### config.mk
export PLATFORM = sky130hd
export DESIGN_NAME = l2_victim_buffer
export DESIGN_NICKNAME = d
export VERILOG_FILES = /design/src/rtl/l2_victim_buffer.sv
export SDC_FILE = /design/constraint.sdc
export NUM_CORES = 2
export LEC_CHECK = 0
export CORE_AREA = 3 3 424 426
export DETAILED_ROUTE_END_ITERATION = 16
export DIE_AREA = 0 0 427 429
export PLACE_DENSITY = 0.43
export SLEW_MARGIN = 30
export SYNTH_ARGS = -nofsm -noshare
export SYNTH_HDL_FRONTEND = slang
export SYNTH_SLANG_ARGS = --single-unit
### constraint.sdc
create_clock -name clk -period 3.25 [get_ports clk]
set_input_delay 0.325 -clock clk [delete_from_list [all_inputs] [get_ports clk]]
set_output_delay 0.325 -clock clk [all_outputs]
set_load 0.005 [all_outputs]
### src/rtl/l2_victim_buffer.sv
`default_nettype none
// ============================================================================
// Module   : l2_victim_buffer
// Purpose  : Single-entry write-back (victim) buffer placed between the L2
//            cache's physical-memory port and the cacheline adaptor. A dirty
//            256-bit line evicted by L2 is accepted and acknowledged at once,
//            so the refill read that follows reaches memory first. The held
//            line is drained when the memory port is otherwise idle. Reads
//            that hit the held line are answered from the buffer.
// Revision : 1.0 - initial release
// ----------------------------------------------------------------------------
// Ports
//   clk           in   1    system clock
//   rst           in   1    synchronous active-high reset
//   mem_address   in   32   L2-side line address, bits [4:0] ignored
//   mem_read      in   1    L2 read request, held until mem_resp
//   mem_write     in   1    L2 write-back request, held until mem_resp
//   mem_wdata     in   256  L2 write-back line
//   mem_rdata     out  256  line returned to L2, valid while mem_resp=1
//   mem_resp      out  1    one-cycle completion pulse to L2
//   pmem_address  out  32   memory-side line address, bits [4:0] = 0
//   pmem_read     out  1    read request to adaptor, held until pmem_resp
//   pmem_write    out  1    write request to adaptor, held until pmem_resp
//   pmem_wdata    out  256  buffered line being drained
//   pmem_rdata    in   256  line from adaptor, valid when pmem_resp=1
//   pmem_resp     in   1    adaptor completion pulse
// ============================================================================
module l2_victim_buffer (
   input  logic         clk,
   input  logic         rst,
   input  logic [31:0]  mem_address,
   input  logic         mem_read,
   input  logic         mem_write,
   input  logic [255:0] mem_wdata,
   output logic [255:0] mem_rdata,
   output logic         mem_resp,
   output logic [31:0]  pmem_address,
   output logic         pmem_read,
   output logic         pmem_write,
   output logic [255:0] pmem_wdata,
   input  logic [255:0] pmem_rdata,
   input  logic         pmem_resp
);

   typedef enum logic [1:0] {
      ST_IDLE      = 2'd0,
      ST_READ_MEM  = 2'd1,
      ST_WRITE_MEM = 2'd2,
      ST_RESP      = 2'd3
   } state_t;

   state_t         r_state;
   state_t         w_next_state;

   // Buffer entry
   logic           r_vb_valid;
   logic [26:0]    r_vb_tag;
   logic [255:0]   r_vb_data;

   // Registered outputs
   logic [255:0]   r_mem_rdata;
   logic [31:0]    r_pmem_address;
   logic [255:0]   r_pmem_wdata;

   // Per-cycle actions decoded by the next-state logic
   logic           w_hit;
   logic           w_capture;      // store L2 write into the entry
   logic           w_load_hit;     // answer L2 read from the entry
   logic           w_start_read;   // launch a memory read for L2
   logic           w_start_drain;  // launch a memory write of the entry
   logic           w_latch_rd;     // memory read data arrived
   logic           w_drain_done;   // memory accepted the drained line

   // Line offset bits carry no meaning for a line-granular buffer.
   logic           w_unused_addr_bits;
   assign w_unused_addr_bits = ^mem_address[4:0];

   assign w_hit = r_vb_valid && (r_vb_tag == mem_address[31:5]);

   // -------------------------------------------------------------------------
   // Next-state and action decode
   // -------------------------------------------------------------------------
   always_comb begin
      w_next_state  = r_state;
      w_capture     = 1'b0;
      w_load_hit    = 1'b0;
      w_start_read  = 1'b0;
      w_start_drain = 1'b0;
      w_latch_rd    = 1'b0;
      w_drain_done  = 1'b0;

      case (r_state)
         ST_IDLE: begin
            // Writes are checked first so an illegal read+write resolves as
            // a write. A write that would displace a different line must
            // first push the old line out; it is taken on the return here.
            if (mem_write && (!r_vb_valid || w_hit)) begin
               w_capture    = 1'b1;
               w_next_state = ST_RESP;
            end else if (mem_write) begin
               w_start_drain = 1'b1;
               w_next_state  = ST_WRITE_MEM;
            end else if (mem_read && w_hit) begin
               w_load_hit   = 1'b1;
               w_next_state = ST_RESP;
            end else if (mem_read) begin
               // Refill goes ahead of the pending drain; the entry stays.
               w_start_read = 1'b1;
               w_next_state = ST_READ_MEM;
            end else if (r_vb_valid) begin
               w_start_drain = 1'b1;
               w_next_state  = ST_WRITE_MEM;
            end
         end

         ST_READ_MEM: begin
            if (pmem_resp) begin
               w_latch_rd   = 1'b1;
               w_next_state = ST_RESP;
            end
         end

         ST_WRITE_MEM: begin
            // A drain is never abandoned; L2 requests wait in IDLE.
            if (pmem_resp) begin
               w_drain_done = 1'b1;
               w_next_state = ST_IDLE;
            end
         end

         ST_RESP: begin
            w_next_state = ST_IDLE;
         end

         default: begin
            w_next_state = ST_IDLE;
         end
      endcase
   end

   // -------------------------------------------------------------------------
   // State, buffer entry and output registers
   // -------------------------------------------------------------------------
   always_ff @(posedge clk) begin
      if (rst) begin
         r_state        <= ST_IDLE;
         r_vb_valid     <= 1'b0;
         r_vb_tag       <= '0;
         r_vb_data      <= '0;
         r_mem_rdata    <= '0;
         r_pmem_address <= '0;
         r_pmem_wdata   <= '0;
      end else begin
         r_state <= w_next_state;

         if (w_capture) begin
            r_vb_valid <= 1'b1;
            r_vb_tag   <= mem_address[31:5];
            r_vb_data  <= mem_wdata;
         end else if (w_drain_done) begin
            r_vb_valid <= 1'b0;
         end

         // The memory-side address/data are set up on entry to the memory
         // state so the adaptor sees only registered values.
         if (w_start_drain) begin
            r_pmem_address <= {r_vb_tag, 5'b0};
            r_pmem_wdata   <= r_vb_data;
         end else if (w_start_read) begin
            r_pmem_address <= {mem_address[31:5], 5'b0};
         end

         if (w_load_hit) begin
            r_mem_rdata <= r_vb_data;
         end else if (w_latch_rd) begin
            r_mem_rdata <= pmem_rdata;
         end
      end
   end

   // -------------------------------------------------------------------------
   // Outputs (state or register driven only)
   // -------------------------------------------------------------------------
   assign mem_rdata    = r_mem_rdata;
   assign mem_resp     = (r_state == ST_RESP);
   assign pmem_read    = (r_state == ST_READ_MEM);
   assign pmem_write   = (r_state == ST_WRITE_MEM);
   assign pmem_address = r_pmem_address;
   assign pmem_wdata   = r_pmem_wdata;

endmodule
`default_nettype wire

==> results.md <==
- Status: finished, final reports clean
- Post-synthesis sequential area ratio: 0.4843
- Placeable Area: approximately 180000 sq um
- Residual DRC count: 0
- Final Util: 0.2933
- Tot GR Track Use: 0.1634
- Post-CTS Resized: 0
- I/O Buffers: 1085
- Post-synthesis cell count: about 3700
- Die Span Y: around 430 um
- Yosys top cell area share: 0.4843
- Endpoints failing hold: 0
- CTS max path bufs: 3
- Slew headroom: 0.4219
- Number of global-route vias before repair: 29950
- Gpl congestion: 0.8564
- Sw frac: 0.2582
- Die Wd: 427 um
- Routed wire length: about 150 mm
- TritonCTS clock tree: done
- DR vias: between 20000 and 30000
- Synth area leader: dfxtp_1
- Mapped Area: between 30000 and 40000 sq um
- Setup crit start kind: flop
- TritonCTS Sinks: slightly above 800
- Required time of the critical path: around 3.9 ns
- Post-route insts no fill: 7146
- H-tree levels: 3
- Die ar.: 183200 sq um
- Share of cells above drive strength 1: 0.06407
- Clk_lat worst skew: roughly 0.73 ns
- Total CTS buffers: between 100 and 150
- CP Capture Type: flop
- Largest net degree at the start of global routing: 107
- Worst-path clk slew: approximately 0.060 ns
- Root buffer cell: clkbuf_16
- Tot Pwr: about 27 mW
- Initial drt markers: roughly 1800
- Rows: 154
- Static Leak: roughly 18 nW
- Place WS: 0.2159 ns
- Clock Power Share: 0.452
- Synth cell types: 30
- Final Max Slew Viols: 0
- Grt total ovfl: 0
- Syn avg cell area: ~9 sq um
- Final setup viols: 0
- Post-CTS Repair Setup Buffers: 0
- Setup TNS: 0 ns
- Io pins: between 1000 and 1500
- Via/cell ratio: 4.140
- DR WL/cell: 21.63 um
- Detail Route Antenna Nets: 0
- Drt pass-1 iters: 5
- Minimum clock period: around 2.6 ns
- Fin worst setup slack: 0.6950 ns
- Fmax: approximately 0.39 GHz
- CTS Hold Bufs: 0
- P per Cell Area: around 520 nW/um^2
- Hold crit path type: input port to flop
- Placed cell count: about 6900
- Area delta synth->final: 51.47%
- Synth area leaders: dfxtp_1 (48%), mux2i_1 (16%), nand2b_1 (11%)
- Final Skew: a little under 0.03 ns
- Max IR drop VDD: 0.0004161 V
- Post-DP HPWL: 116.3 mm
- Register bit count reported by yosys: a little over 800
- Antenna violations before repair: 28
- Int Pwr: between 20 and 25 mW
- Nets: 5257
- Initial Util: 0.1936
- Critical path fanouts, max: between 50 and 60
- Sequential power share: 0.413
- Final Cycle Share: 0.7862
- Synth warnings: 0
- First-pass GRT wire length: 221.2 mm
- Worst Max-Slew Pin Slew: 0.8671 ns
- Combinational Power Share: 0.135
- NetSw: 7.000 mW
- Max_cap viols: 0
- RSZ-0062 raised after global routing: false
- Worst path arrival time: approximately 3.2 ns
- CP Class: flop to flop
[cell families (layout without fill, tap and decap cells)]
family                 after synthesis  after routing  share of synthesized area
AO/OA/AOI/OAI                      319            319                    0.07863
XOR/XNOR                            27             27                   0.006935
buffers and inverters              342           1434                    0.04557
flip-flops                         825            825                     0.4843
multiplexers                       539            539                     0.1582
other                                1             19                  0.0001100
AND/OR/NAND/NOR                   1643           1643                     0.2262
[registers in the layout (all words and copies together) (netlist names)]
signal	cells
pmem_wdata	256
r_vb_data	256
r_state	2
mem_rdata	256
r_vb_tag	27
pmem_address	27
r_vb_valid	1
[Yosys cell counts]
cell type  instances
nor4_1             2
o21ba_2            1
and2_1             2
dfxtp_1          825
o31a_1             1
a221oi_1          27
buf_2             39
nor2_1           514
nand4_1            6
a21boi_1           1
a21boi_0           1
buf_1              2
nor2b_1            3
buf_6             25
a21o_1             2
conb_1             1
mux2i_1          539
nand3_2            1
clkbuf_1         238
inv_1             29
nand2b_1         593
nand2_1          516
nor4_4             1
a21oi_1           29
xnor2_1           27
a311oi_1         256
nor3_1             3
buf_4              9
a2111oi_0          1
nand3_1            2
[through the flow]
step | hold WS [ns] | instance area (sq um)
global placement | 0.4681 | 48030
finish | 0.1068 | 51650
detailed placement | 0.4689 | 48030
global route | 0.07014 | 51640
CTS | 0.02891 | 51620
floorplan | 0.4405 | 34120
[power by group through the flow]
stage	Clock, mW	Combinational (mW)	Sequential, mW
final	12.3	3.66	11.2
after global routing	13.1	3.95	11.3
after global placement	0	3.70	11.4
after CTS	12.7	3.73	11.2
after detailed placement	0	3.71	11.4
after floorplan	0	1.83	11.2
[placed cells by master, fill, tap and decap left out, drive strengths merged, types with 17 or more instances in the layout]
master	n
clkdlybuf4s50	1084
nand2	516
inv	32
xnor2	27
clkbuf	157
mux2i	539
nand2b	593
dfxtp	825
clkinv	17
buf	133
a21oi	29
a221oi	27
nor2	514
a311oi	256
[path summary, 6_finish.rpt]
path / startpoint / end / slack, ns / cells past startpoint
worst min register to register: mem_rdata[149]$_SDFFE_PP0P_ / mem_rdata[149]$_SDFFE_PP0P_ / 0.48 / 2
worst max register to register: r_vb_tag[25]$_SDFFE_PP0P_ / mem_rdata[9]$_SDFFE_PP0P_ / 0.69 / 8
worst min-delay path: rst / pmem_wdata[38]$_SDFFE_PP0P_ / 0.11 / 2
worst max-delay path: r_vb_tag[25]$_SDFFE_PP0P_ / mem_rdata[9]$_SDFFE_PP0P_ / 0.69 / 8
[layout make-up]
type                            instances  area (sq um)
Antenna cell                           14         35.03
Fill cell                           18670        124500
Tap cell                             2340          2928
Inverter                               29         108.9
Sequential cell                       825         16520
Clock buffer                          157          3146
Timing Repair Buffer                 1217         12380
Clock inverter                         31         440.4
Multi-Input combinational cell       2533         16100
[layer usage]
layer / part of all wire / GRT usage
met1: 0.42 / 0.1954
met2: 0.49 / 0.2834
met3: 0.065 / 0.04744
met4: 0.025 / 0.04405
met5: 0.00044 / 0
[critical path: stages, from the launching register on]
cell and delay (ns):
dfxtp_1 0.33, xnor2_1 0.23, nand4_1 0.25, nor4_4 0.39, buf_4 0.23, nand3_4 0.16, buf_12 0.22, buf_12 0.26
a311oi_1 0.23
Note: power is estimated with default switching activity, not from simulation.
